===== src/rtl/tomasulo_pkg.sv =====
// Shared Tomasulo core definitions: datapath widths, func codes and the
// reservation-station entry layout with its CDB snoop helper.
package tomasulo_pkg;

  localparam int DW = 8;
  localparam int TW = 3;
  localparam int FW = 4;
  localparam int RW = 4;

  typedef enum logic [FW-1:0] {
    FN_ADD = 4'b0000,
    FN_SUB = 4'b0001,
    FN_MUL = 4'b0010,
    FN_DIV = 4'b0011,
    FN_LD  = 4'b0100,
    FN_ST  = 4'b0101
  } func_e;

  typedef struct packed {
    logic          rdy;
    logic [DW-1:0] data;
    logic [TW-1:0] tag;
  } rs_opnd_t;

  typedef struct packed {
    logic          valid;
    logic [FW-1:0] func;
    logic [RW-1:0] rd;
    logic [TW-1:0] rob;
    rs_opnd_t      rs1;
    rs_opnd_t      rs2;
  } rs_entry_t;

  // A waiting operand whose producer tag is on the CDB takes the broadcast value.
  function automatic rs_opnd_t snoop_opnd(input rs_opnd_t o, input logic cv,
                                          input logic [TW-1:0] ct, input logic [DW-1:0] cd);
    rs_opnd_t r;
    r = o;
    if (!o.rdy && cv && (o.tag == ct)) begin
      r.rdy  = 1'b1;
      r.data = cd;
    end
    return r;
  endfunction

endpackage


===== src/rtl/rs_oldest_pick.sv =====
// Oldest-first selector: lowest set bit of the ready vector wins, reported
// both as a one-hot grant and as a binary index.
module rs_oldest_pick #(
  parameter  int DEPTH = 4,
  localparam int IW    = $clog2(DEPTH)
) (
  input  logic [DEPTH-1:0] req_i,
  output logic [DEPTH-1:0] grant_o,
  output logic [IW-1:0]    idx_o,
  output logic             any_o
);

  // seen[i] is set when any slot below i is requesting.
  logic [DEPTH:0] seen;

  assign seen[0] = 1'b0;

  generate
    for (genvar gi = 0; gi < DEPTH; gi++) begin : g_chain
      assign seen[gi+1]  = seen[gi] | req_i[gi];
      assign grant_o[gi] = req_i[gi] & ~seen[gi];
    end
  endgenerate

  always_comb begin
    idx_o = '0;
    for (int i = 0; i < DEPTH; i++) begin
      if (grant_o[i]) idx_o = IW'(i);
    end
  end

  assign any_o = seen[DEPTH];

endmodule


===== src/rtl/reservation_station.sv =====
// Collapsing reservation station: slot 0 is oldest, operands wait on ROB tags
// resolved by CDB snooping, and the oldest fully-ready entry is offered to exec.
module reservation_station
  import tomasulo_pkg::*;
#(
  parameter  int DEPTH = 4,
  localparam int CW    = $clog2(DEPTH + 1),
  localparam int IW    = $clog2(DEPTH)
) (
  input  logic          clk1,
  input  logic          rst_n,
  input  logic          flush,
  input  logic          iss_valid,
  output logic          iss_ready,
  input  logic [FW-1:0] iss_func,
  input  logic [RW-1:0] iss_rd,
  input  logic [TW-1:0] iss_rob,
  input  logic          iss_rs1_rdy,
  input  logic [DW-1:0] iss_rs1_data,
  input  logic [TW-1:0] iss_rs1_tag,
  input  logic          iss_rs2_rdy,
  input  logic [DW-1:0] iss_rs2_data,
  input  logic [TW-1:0] iss_rs2_tag,
  input  logic          cdb_valid,
  input  logic [TW-1:0] cdb_tag,
  input  logic [DW-1:0] cdb_data,
  output logic          disp_valid,
  input  logic          disp_ready,
  output logic [FW-1:0] disp_func,
  output logic [DW-1:0] disp_rs1_data,
  output logic [DW-1:0] disp_rs2_data,
  output logic [TW-1:0] disp_rob_ind,
  output logic [RW-1:0] disp_rd,
  output logic [CW-1:0] count
);

  rs_entry_t        ent_q [DEPTH];
  rs_entry_t        ent_d [DEPTH];
  rs_entry_t        snp   [DEPTH];
  rs_entry_t        shf   [DEPTH];
  rs_entry_t        new_ent;
  logic [CW-1:0]    count_q, count_d, wr_slot;
  logic [DEPTH-1:0] rdy_vec, grant;
  logic [IW-1:0]    pick_idx;
  logic             any_rdy, issue_acc, disp_fire;

  // Readiness comes from registered state only, so a CDB wake-up dispatches next cycle.
  generate
    for (genvar gi = 0; gi < DEPTH; gi++) begin : g_rdy
      assign rdy_vec[gi] = ent_q[gi].valid & ent_q[gi].rs1.rdy & ent_q[gi].rs2.rdy;
    end
  endgenerate

  rs_oldest_pick #(.DEPTH(DEPTH)) u_pick (
    .req_i   (rdy_vec),
    .grant_o (grant),
    .idx_o   (pick_idx),
    .any_o   (any_rdy)
  );

  assign iss_ready  = (count_q < CW'(DEPTH));
  assign issue_acc  = iss_valid & iss_ready;
  assign disp_valid = any_rdy;
  assign disp_fire  = any_rdy & disp_ready;
  assign count      = count_q;
  assign wr_slot    = disp_fire ? (count_q - CW'(1)) : count_q;

  always_comb begin
    disp_func     = '0;
    disp_rs1_data = '0;
    disp_rs2_data = '0;
    disp_rob_ind  = '0;
    disp_rd       = '0;
    for (int i = 0; i < DEPTH; i++) begin
      if (grant[i]) begin
        disp_func     = ent_q[i].func;
        disp_rs1_data = ent_q[i].rs1.data;
        disp_rs2_data = ent_q[i].rs2.data;
        disp_rob_ind  = ent_q[i].rob;
        disp_rd       = ent_q[i].rd;
      end
    end
  end

  // Snooped view of every slot, and the same view shifted down by one for collapse.
  always_comb begin
    for (int i = 0; i < DEPTH; i++) begin
      snp[i] = ent_q[i];
      if (ent_q[i].valid) begin
        snp[i].rs1 = snoop_opnd(ent_q[i].rs1, cdb_valid, cdb_tag, cdb_data);
        snp[i].rs2 = snoop_opnd(ent_q[i].rs2, cdb_valid, cdb_tag, cdb_data);
      end
    end
    for (int i = 0; i < DEPTH - 1; i++) shf[i] = snp[i+1];
    shf[DEPTH-1] = '0;
  end

  always_comb begin
    new_ent          = '0;
    new_ent.valid    = 1'b1;
    new_ent.func     = iss_func;
    new_ent.rd       = iss_rd;
    new_ent.rob      = iss_rob;
    new_ent.rs1.rdy  = iss_rs1_rdy;
    new_ent.rs1.data = iss_rs1_rdy ? iss_rs1_data : '0;
    new_ent.rs1.tag  = iss_rs1_tag;
    new_ent.rs2.rdy  = iss_rs2_rdy;
    new_ent.rs2.data = iss_rs2_rdy ? iss_rs2_data : '0;
    new_ent.rs2.tag  = iss_rs2_tag;
    new_ent.rs1      = snoop_opnd(new_ent.rs1, cdb_valid, cdb_tag, cdb_data);
    new_ent.rs2      = snoop_opnd(new_ent.rs2, cdb_valid, cdb_tag, cdb_data);
  end

  always_comb begin
    for (int i = 0; i < DEPTH; i++) begin
      ent_d[i] = (disp_fire && (IW'(i) >= pick_idx)) ? shf[i] : snp[i];
      if (issue_acc && (wr_slot == CW'(i))) ent_d[i] = new_ent;
      if (flush) ent_d[i] = '0;
    end
    count_d = count_q;
    if (flush) count_d = '0;
    else if (issue_acc && !disp_fire) count_d = count_q + CW'(1);
    else if (!issue_acc && disp_fire) count_d = count_q - CW'(1);
  end

  always_ff @(posedge clk1 or negedge rst_n) begin
    if (!rst_n) begin
      count_q <= '0;
      for (int i = 0; i < DEPTH; i++) ent_q[i] <= '0;
    end else begin
      count_q <= count_d;
      for (int i = 0; i < DEPTH; i++) ent_q[i] <= ent_d[i];
    end
  end

endmodule


===== config.mk =====
export PLATFORM = sky130hd
export DESIGN_NAME = reservation_station
export DESIGN_NICKNAME = d
export VERILOG_FILES = /design/src/rtl/tomasulo_pkg.sv /design/src/rtl/rs_oldest_pick.sv /design/src/rtl/reservation_station.sv
export SDC_FILE = /design/constraint.sdc
export NUM_CORES = 1
export LEC_CHECK = 0
export BUFFER_PORTS_ARGS = -buffer_cell sky130_fd_sc_hd__buf_2
export CORE_ASPECT_RATIO = 1.4
export CORE_UTILIZATION = 60
export CTS_CLUSTER_DIAMETER = 40
export DETAILED_ROUTE_END_ITERATION = 10
export GPL_TIMING_DRIVEN = 0
export PLACE_DENSITY = 0.77
export SYNTH_ARGS = -nofsm -noshare
export SYNTH_HDL_FRONTEND = slang
export SYNTH_SLANG_ARGS = --single-unit

===== constraint.sdc =====
create_clock -name clk1 -period 2.9 [get_ports clk1]
set_clock_uncertainty 0.15 [all_clocks]
set_input_delay 0.58 -clock clk1 [delete_from_list [all_inputs] [get_ports clk1]]
set_output_delay 0.58 -clock clk1 [all_outputs]
set_load 0.02 [all_outputs]

== Yosys cells after proc, flatten, opt, wreduce, memory -nomap -nowiden ==
Cells that the tools add are included.
Word-level totals
  flip-flop bits (word level): 147
  bits in latches: 0
  memory bits (writable): 0
  ROM bits: 0
  input port bits: 52
  memories kept: 0
Operators by class
  add/sub/neg operators: 2
  multipliers: 0
  div/mod/pow operators: 0
  $lt $le $gt $ge: 5
  equality and inequality tests: 13
  shift-type cells: 0
  muxes and demuxes: 55
  bitwise logic cells: 19
  reduce and logical (&&, ||, !) cells: 53
Operators with widths (number)
  $mux W36: 12
  $mux W24: 4
  $mux W9: 10
  $mux W8: 10
  $mux W4: 8
  $eq A3 B3 Y1: 10
  $logic_and A1 B1 Y1: 30
  $mux W3: 8
  $reduce_bool A3 Y1: 5
  $and A1 B1 Y1: 13
  $logic_not A1 Y1: 12
  $reduce_bool A4 Y1: 3
  $eq A3 B2 Y1 const B: 2
  $ge A1 B2 Y1 const A: 2
  $ge A2 B2 Y1 const A: 2
  $mux W2: 2
  $reduce_and A2 Y1: 2
  $add A3 B1 Y3 const B: 1
  $eq A3 B1 Y1 const B: 1
  $logic_not A3 Y1: 1
  $lt A3 B3 Y1 const B: 1
  $not A1 Y1: 3
  $or A1 B1 Y1: 3
  $sub A3 B1 Y3 const B: 1
  $mux W1: 1

== Depth between registers and ports, before layout ==
Gate-level depths: netlist of run 1.
  word-level depth: 12
  mapped depth: 11

== By module ==
From an unflattened synthesis of run 1, not the netlist that was laid out.
Unflattened totals
  cell total of the unflattened synthesis: 974
  area, all modules: 8954.8 µm²
By module, submodules not included
  reservation_station: times used 1, cells an instance 964, area each 8896.0 µm², seq. area each 3678.5 µm²
  rs_oldest_pick: times used 1, cells an instance 10, area each 58.8 µm², seq. area each 0.0 µm²

== Worst setup path before layout of run 1 ==
OpenSTA, ideal clock, no wires.
  path type: reg2out
  start: reg, netlist name ent_q[119]
  end: out disp_func[0]
  data arrival time: 2.048 ns
  setup slack: 0.122 ns
  stages on the path, launching flop included: 7
  buffers on the path: 2
  cell sequence: dfrtp_1 and3_1 buf_6 nor3_1 clkbuf_1 a222oi_1 a21oi_1
On the way
  longest elaborated chain between the ends: 6
RTL lines
  $and A1 B1 Y1 (*): RTL line reservation_station.sv:50  | assign rdy_vec[gi] = ent_q[gi].valid & ent_q[gi].rs1.rdy & ent_q[gi].rs2.rdy;
  $not A1 Y1 or $or A1 B1 Y1 (tied branches): RTL line rs_oldest_pick.sv:21, rs_oldest_pick.sv:20
  $and A1 B1 Y1 (tied with other cells): RTL line rs_oldest_pick.sv:21  | assign grant_o[gi] = req_i[gi] & ~seen[gi];
  $mux W4 (tied with other cells): RTL line reservation_station.sv:75  | if (grant[i]) begin
  $mux W4 or $and A1 B1 Y1 (tied branches): RTL line reservation_station.sv:75, rs_oldest_pick.sv:21
  $mux W4 (*): RTL line reservation_station.sv:75
  end, declared: RTL line reservation_station.sv:29  | output logic [FW-1:0] disp_func,
Every way passes the cells marked *; elsewhere a longest branch is shown, timed or not.

== Worst setup path in the final report of run 1 ==
  start: reg, netlist name ent_q[71]
  end: out disp_rs1_data[1]
On the way
  longest elaborated chain between the ends: 6
RTL lines
  $and A1 B1 Y1 (*) (2 in a row): RTL line reservation_station.sv:50
  $or A1 B1 Y1: RTL line rs_oldest_pick.sv:20  | assign seen[gi+1] = seen[gi] | req_i[gi];
  $not A1 Y1: RTL line rs_oldest_pick.sv:21
  $and A1 B1 Y1: RTL line rs_oldest_pick.sv:21
  $mux W8 (*): RTL line reservation_station.sv:75
  end, declared: RTL line reservation_station.sv:30  | output logic [DW-1:0] disp_rs1_data,
Marks and branches as above.

==> impl_metrics.toml, run 1 <==
[status]
outcome = "finished with violations"
violations = "setup timing"

[worst_setup_path]
crit_path_end_kind = "primary output"
crit_fanout = 7
crit_type = "flop to primary output"
worst_setup_path_start_kind = "flop"
crit_required_ns = 2.17
arrival_ns = 2.27

[layout]
drive_above_1_share_pct = 19.22
instances_no_fill = 1375
areaGrowthSynthToFinish_pct = 20.09
design_area_um2 = 10890
final_nets = 1227
n_antenna_cell = 0

[grt]
antenna_found_initial = 0
grt_max_degree = 94
busiest_layer = "met2"
use_met2_pct = 72.91
use_met1_pct = 52.01
grt_pass1_wl_um = 52760
grt_use_total_pct = 45.49
grt_pass1_vias = 9523
overflow = 0
met3_usage_pct = 11.90

[sta]
tightest_slew_ns = 1.033
period_needed_ns = 3.000
whs_ns = 0.2603
post-route-period-util_pct = 103.5
finalSetupViolations = 15
rsz0062_at_grt = "yes"
relSlewSlack_pct = 30.89
drv_slew = 0
worst_slack_ns = -0.1002
hold_viol = 0
fmax_ghz = 0.3333

[yosys]
ys_types = 51
async_reset_ff_share_pct = 100.0
netlist_top_cells_area = "dfrtp_1 (41%), nand2_1 (8.8%), mux2i_1 (5.6%)"
synth_xor_area_share_pct = 3.090
yosysWarningCount = 0
synth_compound_area_share_pct = 23.12
synth_top_area_share_pct = 40.56
postSynthAreaPerCell_um2 = 8.597
synthAdderAreaFrac_pct = 0.2759
synthMuxAreaShare_pct = 5.628
yosysSeqAreaShare_pct = 40.56
synth-seq-cells = 147
synth_edf_count = 0
synthFlopType = "dfrtp_1"
synth_nets = 1109
synth_cells = 1055
synth-simple-area-share_pct = 21.87
synth_top_family_by_area = "compound AO/OA/AOI/OAI gates"
synth_top_cell_by_area = "dfrtp_1"
synthesis.area_um2 = 9070

[clock_network]
cts_tree = "done"
clk_latency_ns = 0.44
clock_sinks = 147
clock_path_buffers = 2
path_clk_slew_ns = 0.06
clockRootBuffer = "clkbuf_16"
cts-htree-levels = 4
cts_buffers = 17

[power]
clockPowerShare_pct = 41.9
power_switching_mw = 1.635
peakVddDrop_uv = 326.2
power_density_nw_per_um2 = 514.2
intPower_mw = 3.966
p_leak_nw = 4.628
power_frac_seq_pct = 41.1
p_total_mw = 5.601
combPwrFrac_pct = 17.0
switching_share_pct = 29.19

[die]
start_util_pct = 61.96
io_pins = 84
core_area_um2 = 14640
rows = 52
die_y_um = 147.5
die-area_um2 = 15620
die_w_um = 105.9

[placed_design]
place_hpwl_um = 22250
dp_cells = 1314
routabilityCongestion = 0.9798
portBuffers = 69
place_area_um2 = 9686

[hold_path]
hold_class = "input port to flop"

[detailed_routing]
drtIter0Drc = 1368
vias = 9622
antenna_left = 0
firstDrtPassIters = 7
vias_per_cell = 6.998
finalWirelength_um = 34680
drt-wirelength-per-cell_um = 25.22
drcViolationCount = 0

[flow_run]
maxCapViolations = 0
## cell usage after synthesis, types with 3 or more instances
cell type / instances
a21oi_1: 85
clkbuf_1: 65
a31o_1: 16
xor2_1: 26
o22ai_1: 16
nand3b_1: 6
mux2i_1: 51
dfrtp_1: 147
nor2_1: 109
a311oi_2: 26
a22o_1: 34
xnor2_1: 6
buf_2: 22
buf_1: 5
nor4_1: 9
o311ai_1: 4
nand2_1: 213
a222oi_1: 27
inv_1: 3
and3_1: 5
or3_1: 18
buf_6: 8
nor3_1: 24
nand2b_1: 6
o21ai_0: 6
a311oi_1: 26
nand3_1: 58
## per-layer routing
layer / up-vias / share of wire [%]
met3: 224 / 13
li1: 4075 / -
met1: 4513 / 33
met4: 0 / 7.9
met5: - / 0
met2: 810 / 47
## sequential cells by signal, summed over array words and instances (netlist names)
name   count
ent_q    144
count      3
## layout make-up
cell class,count,area [um^2]
buffer,101,651.9
clock buffer,22,484.2
clock inverter,10,128.9
fill,1131,3747
inverter,4,18.77
multi-input combinational,801,4986
sequential,147,3680
tap,189,236.5
timing repair buffer,101,705.7
## power groups by stage
stage	Combinational [mW]	Sequential, mW	Clock (mW)
floorplan	0.542	2.30	0
detailed placement	0.839	2.32	0
finish	0.953	2.30	2.35
CTS	0.878	2.29	2.33
global route	1.01	2.31	2.42
global placement	0.817	2.32	0
## placed cells by master (no fill, tap or decap), types with 34 or more instances in the layout
master	Yosys	layout
nand2_1	213	213
dfrtp_1	147	146
nor2_1	109	108
a21oi_1	85	85
buf_2	22	78
nand3_1	58	58
clkbuf_1	65	50
mux2i_1	51	48
buf_4	1	35
a22o_1	34	34
## cell families after synthesis
kind of cell,count (synthesis)
buf+inv,107
flops,147
fa+ha+maj,2
compound gates,258
xor+xnor,32
mux,51
simple gates,458
## path summary, 6_finish.rpt
kind / startpoint / endpoint / slack, ns / cells past startpoint
max: ent_q[71] / disp_rs1_data[1] / -0.10 / 8
min in group asynchronous: rst_n / ent_q[138] / 0.51 / 2
min: iss_func[0] / ent_q[31] / 0.26 / 3
max reg2reg: ent_q[83] / ent_q[90] / 0.01 / 7
max in group asynchronous: rst_n / ent_q[57] / 1.20 / 3
min reg2reg: ent_q[114] / ent_q[114] / 0.36 / 1
## worst max-delay path: stages, from the launching register on
cell and delay (ns):
dfrtp_1 0.50, nand3_1 0.24, nor3_4 0.26, buf_6 0.16
buf_12 0.14, buf_4 0.12, a222oi_1 0.07, a21oi_1 0.16
buf_4 0.17
## timing repair
| action | 4_1_cts | 5_1_grt |
|---|---|---|
| setup endpoints to repair | 124 | 138 |
| endpoints found under the hold margin | 53 | 0 |
| pin swaps | 14 | 19 |
| resized for setup | 53 | 42 |
| buffers inserted | 16 | 12 |
| gates cloned | 2 | 0 |
| hold buffers | 1 | 0 |
## through the flow
step / utilization, % / TNS [ns] / worst slack, ns
6_report: 74.40 / -0.5415 / -0.1002
5_1_grt: 74.40 / -2.256 / -0.1738
4_1_cts: 72.86 / -1.003 / -0.07695
3_5_place_dp: 66.16 / -33.29 / -0.9917
3_3_place_gp: 65.93 / -202.81 / -1.177
2_1_floorplan: - / 0 / 0.1223
(Power assumes the default switching activity.)
==> inputs of run 2 (changes only) <==
--- a/config.mk
+++ b/config.mk
@@ -7,11 +7,11 @@
 export LEC_CHECK = 0
 export BUFFER_PORTS_ARGS = -buffer_cell sky130_fd_sc_hd__buf_2
 export CORE_ASPECT_RATIO = 1.4
-export CORE_UTILIZATION = 60
+export CORE_UTILIZATION = 25
 export CTS_CLUSTER_DIAMETER = 40
 export DETAILED_ROUTE_END_ITERATION = 10
 export GPL_TIMING_DRIVEN = 0
-export PLACE_DENSITY = 0.77
+export PLACE_DENSITY = 0.37
 export SYNTH_ARGS = -nofsm -noshare
 export SYNTH_HDL_FRONTEND = slang
 export SYNTH_SLANG_ARGS = --single-unit
==> run 2 against run 1 <==
  * The run still ends with setup timing left
  * Sequential cell count unchanged
  * Worst setup slack improved by 0.060 ns
  * Maximum frequency up 2.0%
  * Cell area up 4.8%
  * First-iteration DRC count fell by 40%
  * Global-route usage fell by 21 points
  * Largest power group unchanged
==> impl_metrics.toml, run 2 (synthesis results as in run 1) <==
[sta]
tightest_slew_ns = 1.310
post-route-period-util_pct = 101.4
finalSetupViolations = 7
period_needed_ns = 2.940
worst_slack_ns = -0.04003
fmax_ghz = 0.3401
drv_slew = 0
whs_ns = 0.2612
hold_viol = 0
relSlewSlack_pct = 12.37
final.setup.tns_ns = -0.1249
rsz0062_at_grt = "yes"

[grt]
grt_max_degree = 93
grt_pass1_vias = 9104
grt_pass1_wl_um = 64180
antenna_found_initial = 0
grt_use_total_pct = 24.40
overflow = 0

[worst_setup_path]
crit_path_end_kind = "primary output"
worst_setup_path_start_kind = "flop"
arrival_ns = 2.21
crit_required_ns = 2.17
cpMostUsedCell = "buf_4"
crit_fanout = 7
crit_type = "flop to primary output"
cpPeakStageDelay_ns = 0.39
crit_path_cell_trace = "and3_4 -> buf_6 -> nor2_4 -> buf_4 -> buf_4 -> a222oi_1 -> a21oi_2 -> buf_4"
critPathSlowestCell = "dfrtp_1"

[detailed_routing]
antenna_left = 0
drt-wirelength-per-cell_um = 26.68
vias_per_cell = 5.499
firstDrtPassIters = 6
drcViolationCount = 0
finalWirelength_um = 44190
drtIter0Drc = 814
vias = 9106

[clock_network]
clock_sinks = 147
clock_path_buffers = 2
cts_tree = "done"
path_clk_slew_ns = 0.06
cts_buffers = 17
clk_latency_ns = 0.45
cts-htree-levels = 4
clockRootBuffer = "clkbuf_16"

[status]
outcome = "finished with violations"
violations = "setup timing"

[layout]
fill_cells = 3839
layout_commonest_cell = "nand2_1"
drive_above_1_share_pct = 21.69
areaGrowthSynthToFinish_pct = 25.84
top_register = "ent_q"
instances_no_fill = 1656
largest_register_ffs = 144
fin_util_pct = 31.87
final_cell_mix = "nand2_1 (213), dfrtp_1 (144), nor2_1 (108)"
final_nets = 1235
n_antenna_cell = 0

[power]
peakVddDrop_uv = 307.2
power_density_nw_per_um2 = 497.7
p_leak_nw = 4.702

[placed_design]
routabilityCongestion = 0.8136
portBuffers = 69
pre_cts_ws_ns = -0.9286
place_hpwl_um = 30030
dp_cells = 1587

[die]
rows = 82
io_pins = 84
core_area_um2 = 35810
start_util_pct = 25.33
die_y_um = 227.4
die-area_um2 = 37060
die_w_um = 163.0

[flow_run]
maxCapViolations = 0

[hold_path]
hold_class = "input port to flop"
[run 2: routing by layer]
layer | vias up | routed length [um] | global-route usage [%]
met1 | 4607 | 18260 | 29.76
met3 | 68 | 2109 | 3.443
met5 | - | 0 | 0
met4 | 0 | 1707 | 10.52
met2 | 343 | 22110 | 42.54
li1 | 4088 | - | -
[run 2: power by group]
part	switching, mW	leakage, nW	internal [mW]
clock	0.970	0.302	1.41
sequential	0.115	2.01	2.18
combinational	0.650	2.39	0.352
total	1.74	4.70	3.95
[run 2: area by class of cell]
class | instances | area [um^2] | share of cell area [%]
Clock buffer | 21 | 470.5 | 4.122
Inverter | 4 | 16.27 | 0.1425
Tap cell | 462 | 578.1 | 5.065
Clock inverter | 11 | 132.6 | 1.162
Timing Repair Buffer | 111 | 815.8 | 7.148
Multi-Input combinational cell | 801 | 5054 | 44.28
Sequential cell | 147 | 3682 | 32.26
Buffer | 99 | 664.4 | 5.821
[run 2: critical path: cells and delay by family, from the launching register on]
family                 cells  cell delay (ns)
DFF                        1             0.39
AOI/OAI and AO/OA          2             0.28
buffers and inverters      4             0.58
and+or+nand+nor            2             0.50
[run 2: worst paths after layout]
check / startpoint / end / slack (ns) / cells past startpoint
worst max-delay path: ent_q[143] / disp_rob_ind[1] / -0.04 / 8
worst min-delay path: iss_func[3] / ent_q[34] / 0.26 / 3
worst max register to register: ent_q[143] / ent_q[114] / 0.08 / 8
worst min register to register: ent_q[129] / ent_q[129] / 0.36 / 1
max in group asynchronous: rst_n / count[0] / 1.13 / 3
min in group asynchronous: rst_n / ent_q[31] / 0.49 / 2
[run 2: timing repair]
item / CTS / global route
cloned: 2 / 0
resized for setup: 72 / 60
setup endpoints to repair: 159 / 134
pin swaps: 23 / 16
hold buffers: 1 / 0
buffers inserted: 25 / 14
hold endpoints to repair: 55 / 0
[run 2: metrics by stage]
step / power (mW) / instance area [um^2]
after floorplan: 2.838 / 9070
final: 5.680 / 11410
after global routing: 5.885 / 11410
after global placement: 3.239 / 9993
after detailed placement: 3.242 / 10040
after CTS: 5.683 / 11170
==> inputs of run 3 (changes only) <==
--- a/config.mk
+++ b/config.mk
@@ -11,7 +11,8 @@
 export CTS_CLUSTER_DIAMETER = 40
 export DETAILED_ROUTE_END_ITERATION = 10
 export GPL_TIMING_DRIVEN = 0
-export PLACE_DENSITY = 0.37
+export PLACE_DENSITY_LB_ADDON = 0.05
+export SETUP_SLACK_MARGIN = 0.3
 export SYNTH_ARGS = -nofsm -noshare
 export SYNTH_HDL_FRONTEND = slang
 export SYNTH_SLANG_ARGS = --single-unit
==> run 3 against run 2 <==
  * The run still ends with setup timing left
  * Maximum frequency down 1.5%
  * Sequential share of layout area shrank 6.3 points
  * Critical path type unchanged
  * Register-to-register slack got worse by 0.03 ns
  * Critical path depth down 1
==> impl_metrics.toml, run 3 (synthesis results as in run 1) <==
[status]
outcome = "finished with violations"
violations = "setup timing"

[worst_setup_path]
crit_fanout = 10
crit_required_ns = 2.17
worstReg2RegStart = "ent_q[119]"
crit_type = "flop to primary output"
r2r_end = "ent_q[4]"
ff2ff_path_depth = 14
crit_path_end_kind = "primary output"
r2r_slack_ns = 0.05
worst_setup_path_start_kind = "flop"
arrival_ns = 2.25

[detailed_routing]
vias_per_cell = 5.614
firstDrtPassIters = 7
vias = 9650
drtIter0Drc = 765
drcViolationCount = 0
antenna_left = 0
finalWirelength_um = 49630
drt-wirelength-per-cell_um = 28.87

[layout]
top_register = "ent_q"
n_antenna_cell = 0
layout_commonest_cell = "nand2_1"
final_nets = 1298
drive_above_1_share_pct = 42.80
instances_no_fill = 1719
areaGrowthSynthToFinish_pct = 56.46
final_cell_mix = "nand2_1 (175), dfrtp_1 (139), nor2_1 (69)"
largest_register_ffs = 144
design_area_um2 = 14190

[hold_path]
min_path_cells = 3
hold_class = "input port to flop"
worstHoldEndpoint = "ent_q[33]"
hold_start = "iss_func[2]"

[die]
die-area_um2 = 37060
die_w_um = 163.0
rows = 82
die_y_um = 227.4
io_pins = 84
start_util_pct = 25.33
core_area_um2 = 35810

[sta]
fmax_ghz = 0.3351
relSlewSlack_pct = 29.64
period_needed_ns = 2.984
post-route-period-util_pct = 102.9
finalSetupViolations = 17
drv_slew = 0
rsz0062_at_grt = "yes"
hold_viol = 0
worst_slack_ns = -0.08385
tightest_slew_ns = 1.055

[power]
power_frac_seq_pct = 36.2
switching_share_pct = 31.47
power_switching_mw = 1.998
power_density_nw_per_um2 = 447.4
p_leak_nw = 5.682
peakVddDrop_uv = 286.1
combPwrFrac_pct = 24.5
clockPowerShare_pct = 39.3
intPower_mw = 4.352

[grt]
antenna_found_initial = 0
grt_use_total_pct = 25.78
grt_pass1_wl_um = 67560
grt_max_degree = 103
grt_pass1_vias = 9613
overflow = 0

[clock_network]
clk_latency_ns = 0.46
cts-htree-levels = 4
path_clk_slew_ns = 0.07
clock_path_buffers = 2
cts_buffers = 17
clockRootBuffer = "clkbuf_16"
clock_sinks = 147
cts_tree = "done"

[placed_design]
portBuffers = 69
routabilityCongestion = 0.8474
place_hpwl_um = 30440
place_area_um2 = 10050
dp_cells = 1588

[flow_run]
maxCapViolations = 0
run 3: repair_timing:
item / CTS / global route
endpoints found under the setup margin: 171 / 170
setup buffers: 56 / 17
resized for setup: 355 / 215
cloned: 7 / 18
endpoints found under the hold margin: 45 / 0
hold buffers: 1 / 0
pin swaps: 186 / 119
run 3: area by class of cell:
type / count / area [um^2]
Fill cell: 3587 / 21620
Multi-Input combinational cell: 803 / 6411
Sequential cell: 147 / 3689
Timing Repair Buffer: 168 / 1792
Buffer: 103 / 1076
Tap cell: 462 / 578.1
Clock buffer: 23 / 478.0
Clock inverter: 9 / 151.4
Inverter: 4 / 16.27
run 3: critical path: stages (launching register included):
cell and delay, ns:
dfrtp_2 0.43, and3_4 0.16, buf_12 0.14, clkbuf_16 0.16, clkbuf_16 0.18, a222oi_1 0.43, nand2_1 0.11, buf_4 0.17
run 3: power by group through the flow:
stage	Combinational [mW]	Clock (mW)	Sequential, mW
global placement	0.911	0	2.33
CTS	1.24	2.53	2.29
finish	1.56	2.50	2.30
floorplan	0.544	0	2.30
global route	1.63	2.61	2.31
detailed placement	0.920	0	2.33
run 3: how the worst max path moves through the flow:
stage | from | end | slack, ns | cells past startpoint
after global placement | rst_n | ent_q[32] | -1.69 | 1
after detailed placement | ent_q[119] | disp_func[0] | -1.05 | 7
after CTS | ent_q[131] | disp_func[0] | -0.08 | 7
final | ent_q[119] | disp_rs2_data[2] | -0.08 | 7
after floorplan | ent_q[119] | disp_func[0] | 0.32 | 6
after global routing | ent_q[119] | disp_rd[0] | -0.14 | 8
run 3: stage by stage:
step           setup slack (ns)  setup TNS (ns)  hold WS, ns  total power [mW]  utilization [%]
6_report               -0.08385         -0.6072       0.2633             6.350            39.63
5_1_grt                 -0.1354          -2.323       0.2707             6.545            39.63
4_1_cts                -0.07761         -0.5314       0.2472             6.063            35.57
3_5_place_dp             -1.053          -69.57       0.3419             3.252            28.08
3_3_place_gp             -1.694         -326.27       0.3378             3.246            27.93
2_1_floorplan            0.3164               0       0.1344             2.839                -
run 3: metal layers:
metal	up-vias	track usage (%)	part of all wire [%]
li1	4246	-	-
met3	82	2.769	3.5
met5	-	0	0
met1	5019	31.45	40
met4	0	10.94	4.2
met2	303	45.66	52
